==> src/rtl/line_buffer_reader.sv <==
// Read sequencer for the RGB line buffer: walks addresses 0..LINE_LEN-1 and streams pixels out through a 2-entry FIFO.
// Optional horizontal 2x pixel doubling is enabled by defining PIXEL_DOUBLE_EN.
module line_buffer_reader #(
   parameter int LINE_LEN = 100,
   parameter int ADDR_W   = 7
) (
   input  logic              Clock,
   input  logic              Reset,
   input  logic              Start,
   output logic [ADDR_W-1:0] Addr,
   output logic              RE,
   input  logic [7:0]        BufR,
   input  logic [7:0]        BufG,
   input  logic [7:0]        BufB,
   output logic [23:0]       PixOut,
   output logic              PixValid,
   input  logic              PixReady,
   output logic              LineDone,
   output logic              Busy
);

   localparam logic [1:0] S_IDLE  = 2'd0;
   localparam logic [1:0] S_READ  = 2'd1;
   localparam logic [1:0] S_DRAIN = 2'd2;

   localparam logic [ADDR_W-1:0] LAST_ADDR = ADDR_W'(LINE_LEN - 1);

   logic [1:0]        state_q, state_d;
   logic [ADDR_W-1:0] rd_ptr_q, rd_ptr_d;
   logic              inflight_q, inflight_d;
   logic [1:0]        cnt_q, cnt_d;
   logic              rd_idx_q, rd_idx_d;
   logic              wr_idx_q, wr_idx_d;
   logic              linedone_q, linedone_d;
   logic [23:0]       fifo_q [2];

   logic              hs;
   logic              pop;
   logic              push;
   logic [2:0]        occ_after;

   assign hs   = PixValid & PixReady;
   assign push = inflight_q;

`ifdef PIXEL_DOUBLE_EN
   // Each head is shown twice; only the second handshake frees the entry.
   logic second_q;

   always_ff @(posedge Clock) begin
      if (Reset) begin
         second_q <= 1'b0;
      end else if (hs) begin
         second_q <= ~second_q;
      end
   end

   assign pop = hs & second_q;
`else
   assign pop = hs;
`endif

   // Credit rule: only issue a read if the result is guaranteed a FIFO slot.
   assign occ_after = {1'b0, cnt_q} + {2'b00, inflight_q} - {2'b00, pop};
   assign RE        = (state_q == S_READ) && (occ_after < 3'd2);

   assign Addr     = rd_ptr_q;
   assign PixValid = (cnt_q != 2'd0);
   assign PixOut   = PixValid ? fifo_q[rd_idx_q] : 24'h0;
   assign LineDone = linedone_q;
   assign Busy     = (state_q != S_IDLE);

   always_comb begin
      state_d    = state_q;
      rd_ptr_d   = rd_ptr_q;
      inflight_d = RE;
      linedone_d = 1'b0;
      cnt_d      = cnt_q + {1'b0, push} - {1'b0, pop};
      rd_idx_d   = rd_idx_q ^ pop;
      wr_idx_d   = wr_idx_q ^ push;
      case (state_q)
         S_IDLE: begin
            if (Start) begin
               state_d  = S_READ;
               rd_ptr_d = '0;
            end
         end
         S_READ: begin
            if (RE) begin
               if (rd_ptr_q == LAST_ADDR) begin
                  state_d = S_DRAIN;
               end else begin
                  rd_ptr_d = rd_ptr_q + 1'b1;
               end
            end
         end
         S_DRAIN: begin
            // Leave as the last pixel departs so LineDone lands in the first IDLE cycle.
            if (cnt_d == 2'd0) begin
               state_d    = S_IDLE;
               linedone_d = 1'b1;
            end
         end
         default: state_d = S_IDLE;
      endcase
   end

   always_ff @(posedge Clock) begin
      if (Reset) begin
         state_q    <= S_IDLE;
         rd_ptr_q   <= '0;
         inflight_q <= 1'b0;
         cnt_q      <= 2'd0;
         rd_idx_q   <= 1'b0;
         wr_idx_q   <= 1'b0;
         linedone_q <= 1'b0;
      end else begin
         state_q    <= state_d;
         rd_ptr_q   <= rd_ptr_d;
         inflight_q <= inflight_d;
         cnt_q      <= cnt_d;
         rd_idx_q   <= rd_idx_d;
         wr_idx_q   <= wr_idx_d;
         linedone_q <= linedone_d;
      end
   end

   // FIFO storage carries no reset; PixOut is gated by PixValid.
   always_ff @(posedge Clock) begin
      if (push) begin
         fifo_q[wr_idx_q] <= {BufR, BufG, BufB};
      end
   end

endmodule

==> config.mk <==
export PLATFORM = sky130hd
export DESIGN_NAME = line_buffer_reader
export DESIGN_NICKNAME = d
export VERILOG_FILES = /design/src/rtl/line_buffer_reader.sv
export SDC_FILE = /design/constraint.sdc
export NUM_CORES = 1
export LEC_CHECK = 0
export CORE_ASPECT_RATIO = 1.2
export CORE_UTILIZATION = 25
export DETAILED_ROUTE_END_ITERATION = 8
export GPL_TIMING_DRIVEN = 1
export PLACE_DENSITY = 0.45
export SETUP_SLACK_MARGIN = 0.2
export SLEW_MARGIN = 10
export SYNTH_ARGS = -nofsm -noshare
export SYNTH_HDL_FRONTEND = slang
export SYNTH_SLANG_ARGS = --single-unit
export TNS_END_PERCENT = 10
==> constraint.sdc <==
create_clock -name Clock -period 8.8 [get_ports Clock]
set_input_delay 0.88 -clock Clock [delete_from_list [all_inputs] [get_ports Clock]]
set_output_delay 0.88 -clock Clock [all_outputs]
set_load 0.05 [all_outputs]
# ---- Word-level counts from Yosys, hierarchy flattened
# Memory sizes are Yosys's and may differ from the RTL's. A register that Yosys moved wholly into a read port is not among the register bits.
# Cells that the tools add are included.
dict set report classes {
  add_sub_neg 5
  n_lt_le_gt_ge 1
  n_eq_ne 8
  muxes 14
  bitwise 4
  n_reduce_logical 9
}
# op n
set op_table {}
lappend op_table {{$mux W24} 1}
lappend op_table {{$mux W7} 3}
lappend op_table {{$pmux W7 S2} 1}
lappend op_table {{$mux W2} 4}
lappend op_table {{$ne A2 B2 Y1 const B} 4}
lappend op_table {{$reduce_and A4 Y1} 2}
lappend op_table {{$add A7 B1 Y7 const B} 1}
lappend op_table {{$eq A7 B7 Y1 const B} 1}
lappend op_table {{$pmux W2 S3} 1}
lappend op_table {{$reduce_bool A2 Y1} 3}
lappend op_table {{$logic_not A2 Y1} 2}
lappend op_table {{$mux W1} 4}
lappend op_table {{$add A2 B1 Y3} 1}
lappend op_table {{$lt A3 B2 Y1 const B} 1}
lappend op_table {{$sub A3 B1 Y3} 1}
lappend op_table {{$add A2 B1 Y2} 1}
lappend op_table {{$eq A2 B1 Y1 const B} 1}
lappend op_table {{$eq A2 B2 Y1 const B} 1}
lappend op_table {{$ne A2 B1 Y1 const B} 1}
lappend op_table {{$reduce_or A2 Y1} 1}
lappend op_table {{$sub A2 B1 Y2} 1}
lappend op_table {{$xor A1 B1 Y1} 2}
lappend op_table {{$and A1 B1 Y1} 1}
lappend op_table {{$logic_and A1 B1 Y1} 1}
lappend op_table {{$not A1 Y1} 1}
dict set report totals {
  regBits 15
  mem_bits_rw 48
  in_bits 28
  wordCells 49
  mem_count 1
}
# memory words word_bits read_ports rd_clocked_by_memory_dff wr line_no
set mem_list {}
lappend mem_list {fifo_q 2 24 1 1 1 35} ;# logic [23:0] fifo_q [2];

# ---- Logic depth before layout (Yosys ltp)
# Gate-level depths: netlist of the first run.
dict set report depth {
  word_depth 7
  ltp_mapped 10
}

# ---- Least setup slack after synthesis of the first run
# No wires, ideal clock.
dict set report synth_timing {
  kind {input to output}
  start {input port PixReady}
  end {output port RE}
  arrival_time_ps 2724
  required_time_ps 7920
  path_slack_ps 5196
  path_stages 7
  path_buffers 0
  cell_sequence {nor2b_1 > ha_1 > inv_1 > ha_1 > fa_1 > or3_1 > inv_1}
}
dict set report synth_between {
  elab_chain_cells 4
}
# element line_no
set synth_rtl {}
lappend synth_rtl {{start: declaration} 17} ;# input logic PixReady,
lappend synth_rtl {{$and A1 B1 Y1} 42} ;# assign hs = PixValid & PixReady;
lappend synth_rtl {{$sub A3 B1 Y3} 63} ;# assign occ_after = {1'b0, cnt_q} + {2'b00, inflight_q} - {2'b00, pop};
lappend synth_rtl {{$lt A3 B2 Y1} 64} ;# assign RE = (state_q == S_READ) && (occ_after < 3'd2);
lappend synth_rtl {{$logic_and A1 B1 Y1} 64}
lappend synth_rtl {{end: declaration} 11} ;# output logic RE,
# Every way passes these cells.

# ---- Worst setup path in the final report of the first run
# Ends and elaborated chain as after synthesis.

==> results.ini, run 1 <==
[clock_tree]
clock_latency_ps=320
clk_pin_slew_ps=60
clock_path_buffers=2
cts_resized=0
postCtsSetupBuffers=0
cts_made_buffers=9
tritoncts=built
clock-sinks=63
ctsHoldBuffers=0
cts_htree_levels=3
root_buffer=clkbuf_16

[sta]
fin_setup_tns_ps=0
fin_crit_sh=0.530
fmax_mhz=214
slew_headroom=0.444
hold_viol_final=0
skew_ps=8.17
rsz0062_at_grt=no
fin_crit_ps=4670
slew_viol_final=0
max_slew.worst_pin.slew_ps=834
setup_viol=0
fin_ws_ps=4130

[final_layout]
antennaDiodeCount=0
layout.nets=301
n_fill_cell=1006
finalInstanceArea_mm2=0.00366
ff_latch_area_mm2=0.00174
final_layout_size_suffix_gt1_frac=0.0812
multi_input_area_um2=792
syn_to_final_growth_pct=40.7

[drt]
post-route-drc-count=0
drt_iter0_drc=32
vias_per_cell=4.35
routedWlPerCell_um=13.4
ant_nets=0
drt_pass1_iterations=4
routed_wl_mm=5.30
vias=1728

[logic_synthesis]
synth_top_area_share=0.554
synth_area_mm2=0.00260
synth.distinct_cells=34
ys_warn_count=0
synthFlopType=edfxtp_1
synth_most_common_cell=edfxtp_1
synth.net_count=233
synth_area_leaders=edfxtp_1 55%, dfxtp_1 12%, mux2i_1 9.2%
syn_avg_cell_area_um2=13.1
synth_edf_count=48
ys_top_cells_by_count=48 x edfxtp_1, 33 x nor2_1, 24 x mux2i_1
synth_cells=199
synth-async-reset-ratio=0
ys_ff_latch=63
synth_area_leader_cell=edfxtp_1
yosysSeqAreaShare=0.669

[floorplan]
die_x_um=95.1
ios=63
coreArea_mm2=0.0101
std_cell_rows=40
initial_core_util=0.259
die_area_mm2=0.0108
die_h_um=114

[global_route]
grtUsageTotal=0.108
grt_pass1_vias=1852
grt_pass1_wl_mm=8.69
antenna_found_initial=0
grt_overflow=0
grt_max_degree=27

[power_and_ir_drop]
p_leak_nw=1.22
vdd_ir_drop_max_mv=0.135
power.density_mw_per_mm2=320

[placed_design]
routabilityCongestion=0.768
hpwlAfterDp_mm=3.48
pre_cts_slack_ps=4130
port_buffers=62
placed_cell_area_mm2=0.00337

[min_path]
hold_class=flop to flop

[critical_path]
cp_max_fo=7
arrival_ps=3790
critical_path.slowest_cell=clkdlybuf4s50_1
endpoint_kind=output pin
crit_type=primary input to output pin
max_stage_delay_ps=790
cp_cell_sequence=clkdlybuf4s50_1 > nor2b_1 > ha_1 > inv_1 > ha_1 > fa_1 > or3_1 > inv_1 > clkdlybuf4s50_1
crit_buf_inv=4
cp-start-kind=primary input
worstPathRequired_ps=7920
critical_path.top_delay_family=buffers and inverters

[flow_run]
drv_cap=0

[outcome]
outcome=completed

## power breakdown
part / internal, mW / switching [mW]
Sequential: 0.361 / 0.0323
Clock: 0.216 / 0.121
Combinational: 0.157 / 0.284
Total: 0.734 / 0.437
## tightest hold or removal path: cells and delay by family, from the launching register on
kind            cells  cell delay [ps]
flops               1              340
simple gates        1               80
compound gates      1               60
## final cells by class
class                   instances  area share
flip-flops and latches         63       0.476
clock buffers                   9      0.0615
inverters                      10      0.0103
repair buffers                 65       0.176
well taps                     126      0.0431
multi-input cells             118       0.216
clock inverters                 6      0.0171
## metrics by stage
step	utilization	power, mW	std cells	hold slack (ps)
2_1_floorplan	-	0.696	199	497
3_3_place_gp	0.335	0.848	382	514
3_5_place_dp	0.335	0.850	382	520
4_1_cts	0.364	1.19	397	533
5_1_grt	0.364	1.23	397	574
6_report	0.364	1.17	397	535
## routing by layer
layer / routed length, um / track usage / vias up
li1: - / - / 855
met3: 346 / 0.0333 / 8
met5: 0 / 0 / -
met1: 2300 / 0.124 / 814
met4: 72 / 0.0485 / 0
met2: 2590 / 0.182 / 51
## final timing paths
path / to / cells after the start / slack [ps] / from
worst min register to register: Addr[0] / 2 / 530 / Addr[0]
worst max register to register: Addr[4] / 11 / 5700 / cnt_q[1]
worst max-delay path: RE / 9 / 4130 / PixReady
worst min-delay path: Addr[0] / 2 / 530 / Addr[0]
## kinds of logic (layout without fill, tap and decap cells)
family	Yosys count	count (layout)	synth area share
AO/OA/AOI/OAI	15	15	0.0370
buffers and inverters	18	90	0.0274
AND/OR/NAND/NOR	70	70	0.131
flip-flops	63	63	0.669
multiplexers	25	25	0.0966
adder cells (fa/ha/maj)	6	6	0.0317
XOR/XNOR	2	2	0.00673
## state kept, by name (all words and copies together) (netlist names)
| name | cells |
|---|---|
| Addr | 7 |
| rd_idx_q | 1 |
| state_q | 2 |
| fifo_q | 48 |
| LineDone | 1 |
| inflight_q | 1 |
| wr_idx_q | 1 |
| cnt_q | 2 |
## layout by cell type, fill, tap and decap left out, drive strengths merged, types with 5 or more instances in the layout
master and count:
dfxtp 15, nand2 8, clkbuf 9, edfxtp 48
clkdlybuf4s50 62, inv 10, nor2b 5, nor2 33
ha 5, nand2b 6, mux2i 24, o21ai 7
(Power assumes the default switching activity.)
==> run 2: changes to the inputs <==
==> constraint.sdc (replaced) <==
create_clock -name Clock -period 4.6 [get_ports Clock]
set_input_delay 0.46 -clock Clock [delete_from_list [all_inputs] [get_ports Clock]]
set_output_delay 0.46 -clock Clock [all_outputs]
set_load 0.05 [all_outputs]
==> run 2 against run 1 <==
Final cell count grew 0.25%. Clock skew shrank 4.4 ps. Clock power grew 90%. Via count shrank 0.98%. Wire length grew 0.45%. Register-to-register slack lost 3900 ps. Sequential power grew 92%. Combinational power grew 91%. Critical path type unchanged. Largest cell class unchanged.
==> results.ini, run 2 (same netlist as run 1, synthesis figures left out) <==
[outcome]
outcome=completed

[flow_run]
drv_cap=0  ; unchanged

[critical_path]
cp_cell_sequence=clkdlybuf4s50_1 > nor2b_1 > ha_1 > inv_1 > ha_1 > fa_1 > or3_1 > inv_1 > clkdlybuf4s50_1
critical_path.top_delay_family=buffers and inverters
endpoint_kind=output pin
worstPathRequired_ps=4140  ; -3780 ps
max_stage_delay_ps=800  ; about the same
critical_path.slowest_cell=clkdlybuf4s50_1
arrival_ps=3370  ; -420 ps
cp-start-kind=primary input
cp_max_fo=7  ; unchanged
crit_buf_inv=4  ; unchanged
reg2reg_slack_ps=1830  ; -3870 ps
path_depth=9  ; unchanged
worst-r2r-cell-count=10  ; -1
crit_type=primary input to output pin

[drt]
wl_met3_um=366  ; +5.8%
wl_met1_mm=2.32  ; +1.2%
routed_wl_mm=5.33  ; +0.45%
ant_nets=0  ; unchanged
vias=1711  ; -0.98%
post-route-drc-count=0  ; unchanged
drt_pass1_iterations=4  ; unchanged
vias_per_cell=4.30  ; -1.2%
highest_layer=met4
routedWlPerCell_um=13.4  ; +0.20%
dr_wl_met2_mm=2.50  ; -3.4%
drt_iter0_drc=49  ; +53%

[placed_design]
pre_cts_slack_ps=775  ; -3350 ps
dpl.cell_count=382  ; unchanged
hpwlAfterDp_mm=3.46  ; -0.66%
routabilityCongestion=0.756  ; -1.6%
port_buffers=62  ; unchanged
placed_cell_area_mm2=0.00337  ; unchanged

[final_layout]
largest_register_ffs=48  ; unchanged
fin_util=0.363  ; -0.000497
mostFrequentLayoutCells=62 x clkdlybuf4s50_1, 48 x edfxtp_1, 32 x nor2_1, 24 x mux2i_1, 14 x dfxtp_1
regMostFlops=fifo_q
finalInstanceArea_mm2=0.00366  ; -0.14%
final_layout_size_suffix_gt1_frac=0.0772  ; -0.00397
layout.nets=301  ; unchanged
syn_to_final_growth_pct=40.5
fin_cells=398  ; +0.25%
final_common_cell=clkdlybuf4s50_1
antennaDiodeCount=0  ; unchanged

[sta]
fin_crit_ps=3830
rsz0062_at_grt=no
fin_ws_ps=775  ; -3360 ps
slew_viol_final=0  ; unchanged
hold-worst-slack_ps=531  ; -3.87 ps
hold_viol_final=0  ; unchanged
fmax_mhz=261
skew_ps=3.82  ; -4.36 ps
slew_headroom=0.434  ; -0.0106
fin_setup_tns_ps=0  ; unchanged
setup_viol=0  ; unchanged
max_slew.worst_pin.slew_ps=850  ; +15.8 ps
fin_crit_sh=0.832

[global_route]
grt_max_degree=26  ; -3.7%
grt_overflow=0  ; unchanged
grt_pass1_wl_mm=8.58  ; -1.3%
antenna_found_initial=0  ; unchanged
grt_pass1_vias=1746  ; -5.7%
grtUsageTotal=0.109  ; +0.00119

[clock_tree]
cts_resized=0  ; unchanged
clock_latency_ps=320  ; about the same
clock_path_buffers=2  ; unchanged
tritoncts=built
ctsHoldBuffers=0  ; unchanged
cts_htree_levels=3  ; unchanged
root_buffer=clkbuf_16
clk_pin_slew_ps=50  ; about the same
clock-sinks=63  ; unchanged
postCtsSetupBuffers=0  ; unchanged
cts_made_buffers=9  ; unchanged

[floorplan]
initial_core_util=0.259  ; unchanged
die_x_um=95.1  ; unchanged
ios=63  ; unchanged
die_area_mm2=0.0108  ; unchanged
std_cell_rows=40  ; unchanged
coreArea_mm2=0.0101  ; unchanged
die_h_um=114  ; unchanged

[min_path]
hold_class=flop to flop
hold_depth=2  ; unchanged

[power_and_ir_drop]
power.density_mw_per_mm2=612  ; +91%
finalPower_mw=2.24  ; +91%
p_leak_nw=1.23  ; +0.80%
vdd_ir_drop_max_mv=0.233  ; +73%

[run 2: cell types whose count changed in the layout (fill, tap and decap cells not counted)]
cell	change
clkinv_2	+2
clkbuf_1	+2
clkinvlp_4	-3
[run 2: path summary, 6_finish.rpt]
check,from,to
max,PixReady,RE
min,Addr[0],Addr[0]
max reg2reg,cnt_q[1],Addr[4]
min reg2reg,Addr[0],Addr[0]
[run 2: final cells by class]
type / instances / area, um2
Tap cell: 126 / 158
Clock inverter: 5 / 50.0
Inverter: 10 / 37.5
Timing Repair Buffer: 65 / 643
Fill cell: 989 / 6400
Multi-Input combinational cell: 118 / 792
Sequential cell: 63 / 1740
Clock buffer: 11 / 233
[run 2: tightest hold or removal path: stages (launching register included)]
cell	delay, ps
dfxtp_1	340
nand2b_1	80
o22ai_1	50
[run 2: routing by layer]
layer  vias up  track usage
met4         0       0.0636
met2        52        0.174
met5         -            0
met3        13       0.0400
met1       793        0.125
li1        853            -
[run 2: power breakdown]
part / internal, mW / leakage [nW] / switching (mW)
logic: 0.299 / 0.532 / 0.542
registers: 0.691 / 0.558 / 0.0628
clock network: 0.415 / 0.143 / 0.226
total: 1.40 / 1.23 / 0.831
